`src/rtl/id_resolve_stage_pkg.sv`:
```
// Shared definitions for the decode/resolve stage.
// Holds the opcode and funct constants, the ALU operation encodings, the FSM
// state type, the ID/EX control bundle, the bubble constant and a
// sign-extension helper.
package id_resolve_stage_pkg;

  // Primary opcodes (instr[31:26])
  localparam logic [5:0] OP_RTYPE = 6'h00;
  localparam logic [5:0] OP_J     = 6'h02;
  localparam logic [5:0] OP_JAL   = 6'h03;
  localparam logic [5:0] OP_BEQ   = 6'h04;
  localparam logic [5:0] OP_BNE   = 6'h05;
  localparam logic [5:0] OP_ADDI  = 6'h08;
  localparam logic [5:0] OP_LW    = 6'h23;
  localparam logic [5:0] OP_SW    = 6'h2B;

  // R-type funct codes (instr[5:0])
  localparam logic [5:0] FN_SLL = 6'h00;
  localparam logic [5:0] FN_JR  = 6'h08;
  localparam logic [5:0] FN_ADD = 6'h20;
  localparam logic [5:0] FN_SUB = 6'h22;
  localparam logic [5:0] FN_AND = 6'h24;
  localparam logic [5:0] FN_OR  = 6'h25;
  localparam logic [5:0] FN_SLT = 6'h2A;

  // ALU operation encodings carried into EX
  localparam logic [3:0] ALU_ADD = 4'd0;
  localparam logic [3:0] ALU_SUB = 4'd1;
  localparam logic [3:0] ALU_AND = 4'd2;
  localparam logic [3:0] ALU_OR  = 4'd3;
  localparam logic [3:0] ALU_SLT = 4'd4;
  localparam logic [3:0] ALU_SLL = 4'd5;

  // jal writes its link value here
  localparam logic [4:0] LINK_REG = 5'd31;

  // Fetch adds PCBranch to PCF (= stalled PC + 4); -4 lands back on the
  // instruction that has to be replayed.
  localparam logic [31:0] REPLAY_OFFSET = 32'hFFFF_FFFC;

  typedef enum logic {
    ST_RUN    = 1'b0,
    ST_SQUASH = 1'b1
  } state_t;

  typedef struct packed {
    logic       reg_write;
    logic       mem_read;
    logic       mem_write;
    logic       alu_src;
    logic [3:0] alu_op;
  } ctrl_t;

  localparam ctrl_t BUBBLE_CTRL = '0;

  function automatic logic [31:0] sext16(input logic [15:0] v);
    return {{16{v[15]}}, v};
  endfunction

endpackage

```
`src/rtl/id_resolve_stage_id_decoder.sv`:
```
// Combinational instruction decoder.
// Ports:
//   instr      in   32-bit instruction in ID
//   valid      out  instruction belongs to the supported subset
//   reg_write, mem_read, mem_write, alu_src, alu_op   out  EX controls
//   dest       out  destination register (0 when none)
//   uses_rs/uses_rt  out  instruction reads rs / rt (hazard sources)
//   is_beq, is_bne, is_j, is_jal, is_jr  out  control-flow class
//   imm        out  sign-extended 16-bit immediate
module id_decoder
  import id_resolve_stage_pkg::*;
(
  input  logic [31:0] instr,
  output logic        valid,
  output logic        reg_write,
  output logic        mem_read,
  output logic        mem_write,
  output logic        alu_src,
  output logic [3:0]  alu_op,
  output logic [4:0]  dest,
  output logic        uses_rs,
  output logic        uses_rt,
  output logic        is_beq,
  output logic        is_bne,
  output logic        is_j,
  output logic        is_jal,
  output logic        is_jr,
  output logic [31:0] imm
);

  logic [4:0] rt_f;
  logic [4:0] rd_f;
  logic       r_arith;

  assign rt_f = instr[20:16];
  assign rd_f = instr[15:11];

  always_comb begin
    valid     = 1'b0;
    reg_write = 1'b0;
    mem_read  = 1'b0;
    mem_write = 1'b0;
    alu_src   = 1'b0;
    alu_op    = ALU_ADD;
    dest      = 5'd0;
    uses_rs   = 1'b0;
    uses_rt   = 1'b0;
    is_beq    = 1'b0;
    is_bne    = 1'b0;
    is_j      = 1'b0;
    is_jal    = 1'b0;
    is_jr     = 1'b0;
    r_arith   = 1'b0;
    imm       = sext16(instr[15:0]);

    case (instr[31:26])
      OP_RTYPE: begin
        case (instr[5:0])
          FN_ADD: begin r_arith = 1'b1; alu_op = ALU_ADD; end
          FN_SUB: begin r_arith = 1'b1; alu_op = ALU_SUB; end
          FN_AND: begin r_arith = 1'b1; alu_op = ALU_AND; end
          FN_OR:  begin r_arith = 1'b1; alu_op = ALU_OR;  end
          FN_SLT: begin r_arith = 1'b1; alu_op = ALU_SLT; end
          FN_SLL: begin
            // Shift amount travels to EX inside the immediate (bits 10:6).
            valid     = 1'b1;
            reg_write = 1'b1;
            dest      = rd_f;
            uses_rt   = 1'b1;
            alu_op    = ALU_SLL;
          end
          FN_JR: begin
            valid   = 1'b1;
            uses_rs = 1'b1;
            is_jr   = 1'b1;
          end
          default: ;
        endcase
        if (r_arith) begin
          valid     = 1'b1;
          reg_write = 1'b1;
          dest      = rd_f;
          uses_rs   = 1'b1;
          uses_rt   = 1'b1;
        end
      end
      OP_LW: begin
        valid     = 1'b1;
        reg_write = 1'b1;
        mem_read  = 1'b1;
        alu_src   = 1'b1;
        dest      = rt_f;
        uses_rs   = 1'b1;
      end
      OP_SW: begin
        valid     = 1'b1;
        mem_write = 1'b1;
        alu_src   = 1'b1;
        uses_rs   = 1'b1;
        uses_rt   = 1'b1;
      end
      OP_BEQ: begin
        valid   = 1'b1;
        uses_rs = 1'b1;
        uses_rt = 1'b1;
        is_beq  = 1'b1;
      end
      OP_BNE: begin
        valid   = 1'b1;
        uses_rs = 1'b1;
        uses_rt = 1'b1;
        is_bne  = 1'b1;
      end
      OP_ADDI: begin
        valid     = 1'b1;
        reg_write = 1'b1;
        alu_src   = 1'b1;
        dest      = rt_f;
        uses_rs   = 1'b1;
      end
      OP_J: begin
        valid = 1'b1;
        is_j  = 1'b1;
      end
      OP_JAL: begin
        valid     = 1'b1;
        reg_write = 1'b1;
        dest      = LINK_REG;
        is_jal    = 1'b1;
      end
      default: ;
    endcase
  end

endmodule

```
`src/rtl/id_resolve_stage.sv`:
```
// Decode/resolve stage: decodes the fetch-registered instruction, resolves
// branches and jumps in ID, drives fetch's redirect inputs, and owns the
// ID/EX pipeline register. Fetch cannot stall, so a data hazard is handled by
// replay: a bubble goes to EX, fetch is squashed and PC is pointed back at the
// stalled instruction.
// Ports:
//   clock, rst_n                  clock, synchronous active-low reset
//   instr_in, pc_f                ID instruction and fetch PCF (= ID PC + 4)
//   rs_data, rt_data              register file read data
//   mem_reg_write, mem_mem_read, mem_dest, mem_alu_result   MEM stage state
//   jump_offset, RegDstJump, PCBranch, PCSrc, clr           fetch redirect
//   ex_*                          ID/EX register outputs
//   replay_cnt                    saturating count of replays since reset
module id_resolve_stage
  import id_resolve_stage_pkg::*;
#(
  parameter int CNT_W = 16
) (
  input  logic             clock,
  input  logic             rst_n,
  input  logic [31:0]      instr_in,
  input  logic [31:0]      pc_f,
  input  logic [31:0]      rs_data,
  input  logic [31:0]      rt_data,
  input  logic             mem_reg_write,
  input  logic             mem_mem_read,
  input  logic [4:0]       mem_dest,
  input  logic [31:0]      mem_alu_result,
  output logic [25:0]      jump_offset,
  output logic             RegDstJump,
  output logic [31:0]      PCBranch,
  output logic             PCSrc,
  output logic             clr,
  output logic             ex_reg_write,
  output logic             ex_mem_read,
  output logic             ex_mem_write,
  output logic             ex_alu_src,
  output logic [3:0]       ex_alu_op,
  output logic [4:0]       ex_dest,
  output logic [4:0]       ex_rs,
  output logic [4:0]       ex_rt,
  output logic [31:0]      ex_a,
  output logic [31:0]      ex_b,
  output logic [31:0]      ex_imm,
  output logic [CNT_W-1:0] replay_cnt
);

  // Decoder outputs
  logic        dec_valid, dec_reg_write, dec_mem_read, dec_mem_write, dec_alu_src;
  logic [3:0]  dec_alu_op;
  logic [4:0]  dec_dest;
  logic        dec_uses_rs, dec_uses_rt;
  logic        dec_is_beq, dec_is_bne, dec_is_j, dec_is_jal, dec_is_jr;
  logic [31:0] dec_imm;

  id_decoder u_decoder (
    .instr     (instr_in),
    .valid     (dec_valid),
    .reg_write (dec_reg_write),
    .mem_read  (dec_mem_read),
    .mem_write (dec_mem_write),
    .alu_src   (dec_alu_src),
    .alu_op    (dec_alu_op),
    .dest      (dec_dest),
    .uses_rs   (dec_uses_rs),
    .uses_rt   (dec_uses_rt),
    .is_beq    (dec_is_beq),
    .is_bne    (dec_is_bne),
    .is_j      (dec_is_j),
    .is_jal    (dec_is_jal),
    .is_jr     (dec_is_jr),
    .imm       (dec_imm)
  );

  // State
  state_t           state_q, state_d;
  ctrl_t            ex_ctrl_q, ex_ctrl_d;
  logic [4:0]       ex_dest_q, ex_dest_d;
  logic [4:0]       ex_rs_q, ex_rs_d;
  logic [4:0]       ex_rt_q, ex_rt_d;
  logic [31:0]      ex_a_q, ex_a_d;
  logic [31:0]      ex_b_q, ex_b_d;
  logic [31:0]      ex_imm_q, ex_imm_d;
  logic [CNT_W-1:0] replay_cnt_q, replay_cnt_d;

  // Resolve-path signals
  logic [4:0]  rs_idx, rt_idx;
  logic        fwd_ok;
  logic [31:0] rs_val, rt_val;
  logic        br_rs, br_rt;
  logic        haz_ex, haz_mem, haz_lu;
  logic        in_run, hazard, taken;

  assign rs_idx      = instr_in[25:21];
  assign rt_idx      = instr_in[20:16];
  assign jump_offset = instr_in[25:0];

  // Branch operands come from the register file unless a non-load ALU result
  // for the same register is sitting in MEM. Loads in MEM are not usable yet.
  always_comb begin
    fwd_ok = mem_reg_write && !mem_mem_read && (mem_dest != 5'd0);
    rs_val = (fwd_ok && (mem_dest == rs_idx)) ? mem_alu_result : rs_data;
    rt_val = (fwd_ok && (mem_dest == rt_idx)) ? mem_alu_result : rt_data;
  end

  always_comb begin
    br_rs   = dec_is_beq || dec_is_bne || dec_is_jr;
    br_rt   = dec_is_beq || dec_is_bne;
    // Branch source still being computed in EX.
    haz_ex  = ex_ctrl_q.reg_write && (ex_dest_q != 5'd0) &&
              ((br_rs && (rs_idx == ex_dest_q)) || (br_rt && (rt_idx == ex_dest_q)));
    // Branch source still being loaded in MEM.
    haz_mem = mem_mem_read &&
              ((br_rs && (rs_idx == mem_dest)) || (br_rt && (rt_idx == mem_dest)));
    // Classic load-use for any consumer.
    haz_lu  = ex_ctrl_q.mem_read &&
              ((dec_uses_rs && (rs_idx == ex_dest_q)) || (dec_uses_rt && (rt_idx == ex_dest_q)));
    in_run  = rst_n && (state_q == ST_RUN);
    hazard  = in_run && (haz_ex || haz_mem || haz_lu);
    taken   = (dec_is_beq && (rs_val == rt_val)) || (dec_is_bne && (rs_val != rt_val));
  end

  // Redirect outputs; a hazard overrides any jump or branch in the same cycle.
  always_comb begin
    RegDstJump = 1'b0;
    PCSrc      = 1'b0;
    PCBranch   = 32'd0;
    clr        = 1'b0;
    if (hazard) begin
      PCSrc    = 1'b1;
      PCBranch = REPLAY_OFFSET;
      clr      = 1'b1;
    end else if (in_run && (dec_is_j || dec_is_jal)) begin
      RegDstJump = 1'b1;
      clr        = 1'b1;
    end else if (in_run && taken) begin
      PCSrc    = 1'b1;
      PCBranch = {dec_imm[29:0], 2'b00};
      clr      = 1'b1;
    end else if (in_run && dec_is_jr) begin
      // Fetch adds PCF, so hand it the distance to the register target.
      PCSrc    = 1'b1;
      PCBranch = rs_val - pc_f;
      clr      = 1'b1;
    end
  end

  // Next state for the FSM, ID/EX register and replay counter.
  always_comb begin
    state_d      = ST_RUN;
    ex_ctrl_d    = BUBBLE_CTRL;
    ex_dest_d    = 5'd0;
    ex_rs_d      = 5'd0;
    ex_rt_d      = 5'd0;
    ex_a_d       = 32'd0;
    ex_b_d       = 32'd0;
    ex_imm_d     = 32'd0;
    replay_cnt_d = replay_cnt_q;

    if (in_run && clr) begin
      state_d = ST_SQUASH;
    end

    if (in_run && !hazard && dec_valid) begin
      ex_ctrl_d.reg_write = dec_reg_write;
      ex_ctrl_d.mem_read  = dec_mem_read;
      ex_ctrl_d.mem_write = dec_mem_write;
      ex_ctrl_d.alu_src   = dec_alu_src;
      ex_ctrl_d.alu_op    = dec_alu_op;
      ex_dest_d           = dec_dest;
      ex_rs_d             = rs_idx;
      ex_rt_d             = rt_idx;
      // jal computes its link value in EX as pc_f + 0.
      ex_a_d              = dec_is_jal ? pc_f : rs_data;
      ex_b_d              = dec_is_jal ? 32'd0 : rt_data;
      ex_imm_d            = dec_imm;
    end

    if (hazard && (replay_cnt_q != {CNT_W{1'b1}})) begin
      replay_cnt_d = replay_cnt_q + CNT_W'(1);
    end
  end

  always_ff @(posedge clock) begin
    if (!rst_n) begin
      state_q      <= ST_RUN;
      ex_ctrl_q    <= BUBBLE_CTRL;
      ex_dest_q    <= 5'd0;
      ex_rs_q      <= 5'd0;
      ex_rt_q      <= 5'd0;
      ex_a_q       <= 32'd0;
      ex_b_q       <= 32'd0;
      ex_imm_q     <= 32'd0;
      replay_cnt_q <= '0;
    end else begin
      state_q      <= state_d;
      ex_ctrl_q    <= ex_ctrl_d;
      ex_dest_q    <= ex_dest_d;
      ex_rs_q      <= ex_rs_d;
      ex_rt_q      <= ex_rt_d;
      ex_a_q       <= ex_a_d;
      ex_b_q       <= ex_b_d;
      ex_imm_q     <= ex_imm_d;
      replay_cnt_q <= replay_cnt_d;
    end
  end

  assign ex_reg_write = ex_ctrl_q.reg_write;
  assign ex_mem_read  = ex_ctrl_q.mem_read;
  assign ex_mem_write = ex_ctrl_q.mem_write;
  assign ex_alu_src   = ex_ctrl_q.alu_src;
  assign ex_alu_op    = ex_ctrl_q.alu_op;
  assign ex_dest      = ex_dest_q;
  assign ex_rs        = ex_rs_q;
  assign ex_rt        = ex_rt_q;
  assign ex_a         = ex_a_q;
  assign ex_b         = ex_b_q;
  assign ex_imm       = ex_imm_q;
  assign replay_cnt   = replay_cnt_q;

endmodule

```
`config.mk`:
```
export PLATFORM = sky130hd
export DESIGN_NAME = id_resolve_stage
export DESIGN_NICKNAME = d
export VERILOG_FILES = /design/src/rtl/id_resolve_stage_pkg.sv /design/src/rtl/id_resolve_stage_id_decoder.sv /design/src/rtl/id_resolve_stage.sv
export SDC_FILE = /design/constraint.sdc
export NUM_CORES = 1
export LEC_CHECK = 0
export ABC_AREA = 1
export CAP_MARGIN = 20
export CORE_UTILIZATION = 45
export DETAILED_ROUTE_END_ITERATION = 8
export PLACE_DENSITY = 0.79
export SYNTH_ARGS = -nofsm -noshare
export SYNTH_HDL_FRONTEND = slang
export SYNTH_SLANG_ARGS = --single-unit
```
`constraint.sdc`:
```
create_clock -name clock -period 4.65 [get_ports clock]
set_input_delay 0.6975 -clock clock [delete_from_list [all_inputs] [get_ports clock]]
set_output_delay 0.6975 -clock clock [all_outputs]
set_load 0.05 [all_outputs]
```
==> flow_summary_export.csv, run 1 <==
group,metric,value,unit
outcome,status,"finished, final reports clean",
die,fp.dieH,148,um
die,start_util,46.5,%
detailed_routing,ant_nets,0,
worst_setup_path,path_class,"input pin to primary output",
worst_setup_path,cp_num_buf_inv,4,
detailed_routing,first_pass_iters,8,
worst_setup_path,cp_top_family,"simple AND/OR/NAND/NOR gates",
placement,finalWeightedCongestion,0.959,
worst_hold_path,hold_path_class,"flip-flop to flip-flop",
synthesis,synth_cell_type_count,45,
sta,max_freq,216,MHz
worst_setup_path,cp.arrival,3.94,ns
worst_setup_path,r2r_start,"ex_dest[1]$_SDFF_PN0_",
worst_setup_path,reg2regPathDepth,14,
worst_setup_path,worstPathMaxFanout,4,
worst_hold_path,min_from,"replay_cnt[15]$_SDFFE_PN0P_",
job,max-cap-violations,0,
clock_network,clock_latency,0.43,ns
sta,max_slew.worst_pin.slew,0.734,ns
synthesis,synth-seq-cells,119,
finish,antenna_cells,0,
placement,portBuffers,363,
detailed_routing,viasPerCell,5.44,
global_routing,grt_pass1_vias,12114,
worst_setup_path,cp.required,3.95,ns
finish,drive_above_1_share,20.7,%
detailed_routing,avgRoutedWirePerCell,17.7,um
clock_network,cts_tree,"yes",
clock_network,clockBufferDepth,2,
die,die_x,148,um
worst_setup_path,path_common_cell,"nand2_2",
clock_network,cts_inserted_buffers,17,
detailed_routing,vias,13033,
worst_setup_path,crit_path_start_kind,"input pin",
sta,period_needed,4.63,ns
global_routing,grt_pass1_wl,61700,um
finish,num-nets-final,2316,
sta,setup_viol,0,
synthesis,synth_ff_type,"dfxtp_1",
clock_network,clk_pin_slew_worst_paths,0.06,ns
detailed_routing,route.detailed.drc,0,
pwr,ir_worst_vdd,0.264,mV
finish,fillers,1462,
clock_network,clock_sinks,119,
worst_setup_path,critPathCaptureType,"primary output",
die,ioPinCount,365,
sta,finalHoldViolCount,0,
pwr,finalPower,3.67,mW
sta,fin_tns_setup,0,ns
synthesis,synth_edf_count,0,
synthesis,synthCells,1631,
sta,rsz0062_at_grt,"true",
global_routing,antenna_found_initial,0,
pwr,sequentialPowerShare,28.4,%
pwr,p_switching,1.23,mW
detailed_routing,routed_wl,42400,um
synthesis,synthArstFlopShare,0,%
placement,postPlaceCellArea,14500,um^2
worst_setup_path,rrSetupSlack,1.76,ns
pwr,combPwrFrac,33.5,%
synthesis,ys_warn_count,0,
sta,slew_viol_final,0,
clock_network,hold_buffers,0,
worst_setup_path,r2r-end,"replay_cnt[6]$_SDFFE_PN0P_",
synthesis,synth-seq-area-share,24.9,%
clock_network,htreeDepth,4,
pwr,switching_share,33.5,%
worst_setup_path,cpMaxStageDelayCell,"o31a_1",
worst_hold_path,hold_end,"replay_cnt[15]$_SDFFE_PN0P_",
synthesis,syn_area_per_cell,5.86,um^2
pwr,leakage,7.97,nW
sta,fin_skew,0.0153,ns
synthesis,netlist_area,9560,um^2
worst_hold_path,holdPathStages,2,
worst_setup_path,max_stage_delay,0.34,ns
die,core_region_area,20600,um^2
pwr,power.internal,2.44,mW
die,num_rows,52,
finish,postLayoutCellArea,16400,um^2
sta,finalCritPeriodShare,99.7,%
placement,hpwl,31300,um
global_routing,grt_usage,36.1,%
detailed_routing,first_iter_violations,1377,
synthesis,syn_nets,1834,
global_routing,grt_max_degree,36,
sta,slew_headroom,50.7,%
sta,whs,0.487,ns
die,die-area,21800,um^2
clock_network,cts_root_buf,"clkbuf_16",
finish,areaGrowthSynthToFinish,71.3,%
pwr,power.density,224,nW/um^2
pwr,clkPwrFrac,38.1,%
global_routing,grt_overflow,0,
layout make-up:
| type | count | area [um^2] | share of cell area [%] |
|---|---|---|---|
| well taps | 270 | 338 | 2.06 |
| repair buffers | 576 | 5770 | 35.3 |
| flip-flops and latches | 119 | 2380 | 14.5 |
| clock buffers | 21 | 450 | 2.75 |
| clock inverters | 11 | 148 | 0.902 |
| multi-input cells | 1160 | 6380 | 39.0 |
| inverters | 239 | 900 | 5.49 |
worst min-delay path, stage by stage, from the launching register on:
cell	delay (ns)
dfxtp_1	0.32
nand2_1	0.07
a21oi_1	0.05
flip-flops by register name, indices dropped and copies added (netlist names):
signal,flops
ex_b,32
ex_reg_write,1
ex_rt,5
ex_rs,5
ex_dest,5
ex_a,32
ex_mem_read,1
ex_imm,16
ex_alu_src,1
ex_mem_write,1
replay_cnt,16
state_q,1
ex_alu_op,3
placed cells by master (no fill, tap or decap), types with 16 or more instances in the layout:
master | Yosys | layout
buf_4 | 47 | 179
inv_1 | 226 | 222
buf_12 | 0 | 33
clkbuf_16 | 0 | 23
clkdlybuf4s50_1 | 0 | 312
ha_1 | 33 | 22
nand3_1 | 66 | 52
nor2_1 | 135 | 126
o21ai_2 | 0 | 16
buf_6 | 3 | 31
nand2_1 | 522 | 483
nand4_1 | 108 | 108
nand2_2 | 0 | 34
dfxtp_1 | 119 | 119
a21oi_1 | 87 | 71
o21ai_0 | 63 | 45
o21ai_1 | 33 | 34
synthesized netlist by cell type (33+ instances only):
cell      instances  area share, %
a21oi_1          87            4.6
buf_4            47            3.7
clkbuf_1         42            1.6
dfxtp_1         119             25
ha_1             33            4.3
inv_1           226            8.9
nand2_1         522             21
nand3_1          66            3.5
nand4_1         108            7.1
nor2_1          135            5.3
o21ai_0          63            3.3
o21ai_1          33            1.7
how the worst max path moves through the flow:
stage,start,endpoint,slack (ns),cells after the start
after global routing,instr_in[21],PCBranch[19],-0.10,25
after floorplan,instr_in[24],PCBranch[30],0.21,25
final,instr_in[22],PCBranch[19],0.02,25
after detailed placement,mem_dest[0],PCBranch[30],-0.67,25
after global placement,mem_dest[1],PCBranch[17],-0.50,27
after CTS,mem_dest[0],PCBranch[30],-0.008,27
what timing repair did:
| action | in CTS | in global routing |
|---|---|---|
| setup buffers | 4 | 22 |
| resized for setup | 112 | 155 |
| cloned | 1 | 7 |
| pin swaps | 24 | 60 |
| hold endpoints to repair | 0 | 0 |
| setup endpoints to repair | 32 | 32 |
cell families after synthesis:
group	share of synthesized area, %
adders and majority gates	4.53
DFF	24.9
and+or+nand+nor	39.5
other	0.0392
AOI/OAI and AO/OA	12.6
buffers and inverters	16.2
xor gates and xnor gates	2.11
metal layers:
layer,GRT usage (%),vias to the layer above,routed length [um]
met3,9.91,129,4110
met5,0,-,0
met4,14.4,0,1580
met1,44.1,5935,16900
met2,59.8,813,19800
li1,-,6156,-
power by group through the flow:
stage	clock, mW	combinational, mW	sequential [mW]
after floorplan	0	0.477	1.12
after global placement	0	1.04	1.06
after detailed placement	0	1.04	1.06
after CTS	1.40	1.09	1.04
after global routing	1.45	1.31	1.04
final	1.40	1.23	1.04
metrics by stage:
stage / setup WS, ns / utilization [%] / std cells
floorplan: 0.214 / - / 1631
global placement: -0.499 / 70.7 / 2331
detailed placement: -0.674 / 70.7 / 2331
CTS: -0.00834 / 75.1 / 2368
global route: -0.102 / 79.6 / 2396
finish: 0.0151 / 79.6 / 2396
Power figures use the tool's default switching activity.
==> inputs of run 2 (changes only) <==
--- a/config.mk
+++ b/config.mk
@@ -7,9 +7,11 @@
 export LEC_CHECK = 0
 export ABC_AREA = 1
 export CAP_MARGIN = 20
-export CORE_UTILIZATION = 45
+export CORE_UTILIZATION = 47
 export DETAILED_ROUTE_END_ITERATION = 8
-export PLACE_DENSITY = 0.79
+export PLACE_DENSITY = 0.8
 export SYNTH_ARGS = -nofsm -noshare
 export SYNTH_HDL_FRONTEND = slang
+export SYNTH_HIERARCHICAL = 1
 export SYNTH_SLANG_ARGS = --single-unit
+export TNS_END_PERCENT = 50
==> run 2 against run 1 <==
  * The run now ends with setup timing left
  * Register-to-register slack worse by 0.03 ns
  * Global-route usage down 2.3 points
  * Via count up 0.16%
==> flow_summary_export.csv, run 2 <==
group,metric,value,unit
placement,portBuffers,364,
global_routing,antenna_found_initial,1,
synthesis,synthArstFlopShare,0,%
detailed_routing,viasPerCell,5.30,
placement,postPlaceCellArea,15100,um^2
detailed_routing,routed_wl,41100,um
clock_network,clockBufferDepth,2,
sta,slew_viol_final,0,
finish,areaGrowthSynthToFinish,63.3,%
worst_setup_path,cpMaxStageDelayCell,"clkbuf_16",
global_routing,grt_usage,33.8,%
pwr,combPwrFrac,30.2,%
placement,dp_slack,-0.434,ns
synthesis,synthCells,1713,
sta,period_needed,4.66,ns
clock_network,cts_root_buf,"clkbuf_16",
synthesis,synth_top_family_by_area,"simple AND/OR/NAND/NOR gates",
die,ioPinCount,365,
sta,finalHoldViolCount,0,
sta,fin_ws,-0.0112,ns
detailed_routing,first_pass_iters,6,
finish,finish.utilization,78.9,%
detailed_routing,avgRoutedWirePerCell,16.7,um
finish,final_cell_mix,"440 x nand2_1, 312 x clkdlybuf4s50_1, 254 x inv_1",
pwr,sequentialPowerShare,32.1,%
global_routing,grt_pass1_wl,59000,um
die,num_rows,53,
synthesis,synth_top_area_share,26.6,%
sta,setup_viol,1,
synthesis,ys_warn_count,6,
sta,finalCritPeriodShare,100,%
synthesis,synth_ff_type,"dfxtp_1",
clock_network,clock_sinks,136,
synthesis,synth_mux_area_share,0,%
worst_setup_path,max_stage_delay,0.18,ns
worst_setup_path,path_class,"input pin to primary output",
worst_setup_path,worstPathMaxFanout,8,
synthesis,netlist_area,10200,um^2
job,max-cap-violations,0,
placement,hpwl,30100,um
clock_network,cts_inserted_buffers,17,
worst_setup_path,cp.required,3.95,ns
finish,final_common_cell,"nand2_1",
sta,max_freq,215,MHz
worst_setup_path,crit_path_start_kind,"input pin",
finish,postLayoutCellArea,16700,um^2
clock_network,htreeDepth,4,
synthesis,synth_edf_count,0,
die,fp.dieH,149,um
sta,max_slew.worst_pin.slew,0.818,ns
pwr,ir_worst_vdd,0.256,mV
outcome,status,"finished with violations",
outcome,violations,"setup timing",
sta,fin_skew,0.0107,ns
finish,drive_above_1_share,20.1,%
sta,fin_tns_setup,-0.0112,ns
detailed_routing,ant_nets,0,
pwr,leakage,8.26,nW
worst_setup_path,cp.arrival,3.96,ns
synthesis,synth-xor-area-share,0.942,%
synthesis,synth_common_cells,"483 x nand2_1, 260 x inv_1, 195 x nor2_1, 184 x nand3_1, 136 x dfxtp_1",
synthesis,ys_top_cells_by_area,"dfxtp_1 27%, nand2_1 18%, inv_1 9.5%",
synthesis,synth_simple_gate_area_share,39.3,%
pwr,power.density,222,nW/um^2
die,core_region_area,21200,um^2
global_routing,grt_pass1_vias,12168,
pwr,power.internal,2.50,mW
die,die-area,22300,um^2
sta,slew_headroom,45.3,%
clock_network,cts_tree,"yes",
synthesis,synth_cell_type_count,45,
synthesis,syn_nets,1915,
pwr,p_switching,1.20,mW
worst_setup_path,critPathCaptureType,"primary output",
die,die_x,149,um
detailed_routing,first_iter_violations,985,
detailed_routing,vias,13054,
synthesis,post-synth-top-count-cell,"nand2_1",
sta,whs,0.478,ns
synthesis,synth_top_area_cell,"dfxtp_1",
synthesis,syn_area_per_cell,5.97,um^2
global_routing,grt_max_degree,67,
detailed_routing,route.detailed.drc,0,
synthesis,synth-compound-area-share,11.2,%
worst_hold_path,hold_path_class,"flip-flop to flip-flop",
synthesis,synth-seq-area-share,26.6,%
clock_network,clk_pin_slew_worst_paths,0.07,ns
worst_setup_path,path_common_cell,"nand2_1",
finish,num-nets-final,2378,
synthesis,synth-seq-cells,136,
clock_network,clock_latency,0.43,ns
pwr,clkPwrFrac,37.7,%
placement,finalWeightedCongestion,0.956,
global_routing,grt_overflow,0,
die,start_util,48.3,%
pwr,switching_share,32.5,%
synthesis,synth_fa_ha_area_share,4.11,%
-- run 2: layout make-up --
class                   count  area [um^2]
inverters                 269         1010
flip-flops and latches    136         2720
clock inverters            14          149
well taps                 275          344
fillers                  1577         4460
clock buffers              18          439
diodes                      1         2.50
repair buffers            570         5740
multi-input cells        1182         6290
-- run 2: cell families after synthesis --
logic type	Yosys count
flip-flops	136
other	1
AND/OR/NAND/NOR	942
AO/OA/AOI/OAI	195
XOR/XNOR	11
buffers and inverters	395
adder cells (fa/ha/maj)	33
-- run 2: critical path, delay by kind of cell --
kind	cells	cell delay (ns)
buf+inv	12	1.58
simple gates	19	1.65
-- run 2: final timing paths --
| kind | startpoint | end | slack (ns) | cells after the start |
|---|---|---|---|---|
| max reg2reg | ex_dest[2]$_SDFF_PN0_ | ex_a[15]$_SDFF_PN0_ | 1.73 | 10 |
| max | mem_dest[1] | PCBranch[19] | -0.01 | 31 |
| min | replay_cnt[15]$_SDFFE_PN0P_ | replay_cnt[15]$_SDFFE_PN0P_ | 0.48 | 2 |
| min reg2reg | replay_cnt[15]$_SDFFE_PN0P_ | replay_cnt[15]$_SDFFE_PN0P_ | 0.48 | 2 |
-- run 2: timing repair --
action	CTS	global route
pin swaps	27	36
buffers inserted	21	10
endpoints found under the hold margin	0	0
hold buffers	0	0
endpoints found under the setup margin	34	34
resized for setup	79	123
gates cloned	2	5
-- run 2: metrics by stage --
step	total power, mW	std cells
2_1_floorplan	1.74	1713
3_3_place_gp	2.18	2394
3_5_place_dp	2.20	2394
4_1_cts	3.63	2449
5_1_grt	3.83	2465
6_report	3.70	2465
-- run 2: routing by layer --
| layer | up-vias | share of wire, % | global-route usage (%) |
|---|---|---|---|
| met2 | 665 | 50 | 60.0 |
| met1 | 5939 | 36 | 37.3 |
| met3 | 171 | 8.7 | 6.86 |
| met5 | - | 0 | 0 |
| met4 | 0 | 5.6 | 18.9 |
| li1 | 6279 | - | - |
-- run 2: power groups by stage --
stage / combinational (mW) / sequential, mW / clock (mW)
finish: 1.12 / 1.19 / 1.40
global route: 1.19 / 1.19 / 1.44
CTS: 1.04 / 1.19 / 1.40
detailed placement: 0.981 / 1.22 / 0
global placement: 0.966 / 1.22 / 0
floorplan: 0.455 / 1.28 / 0
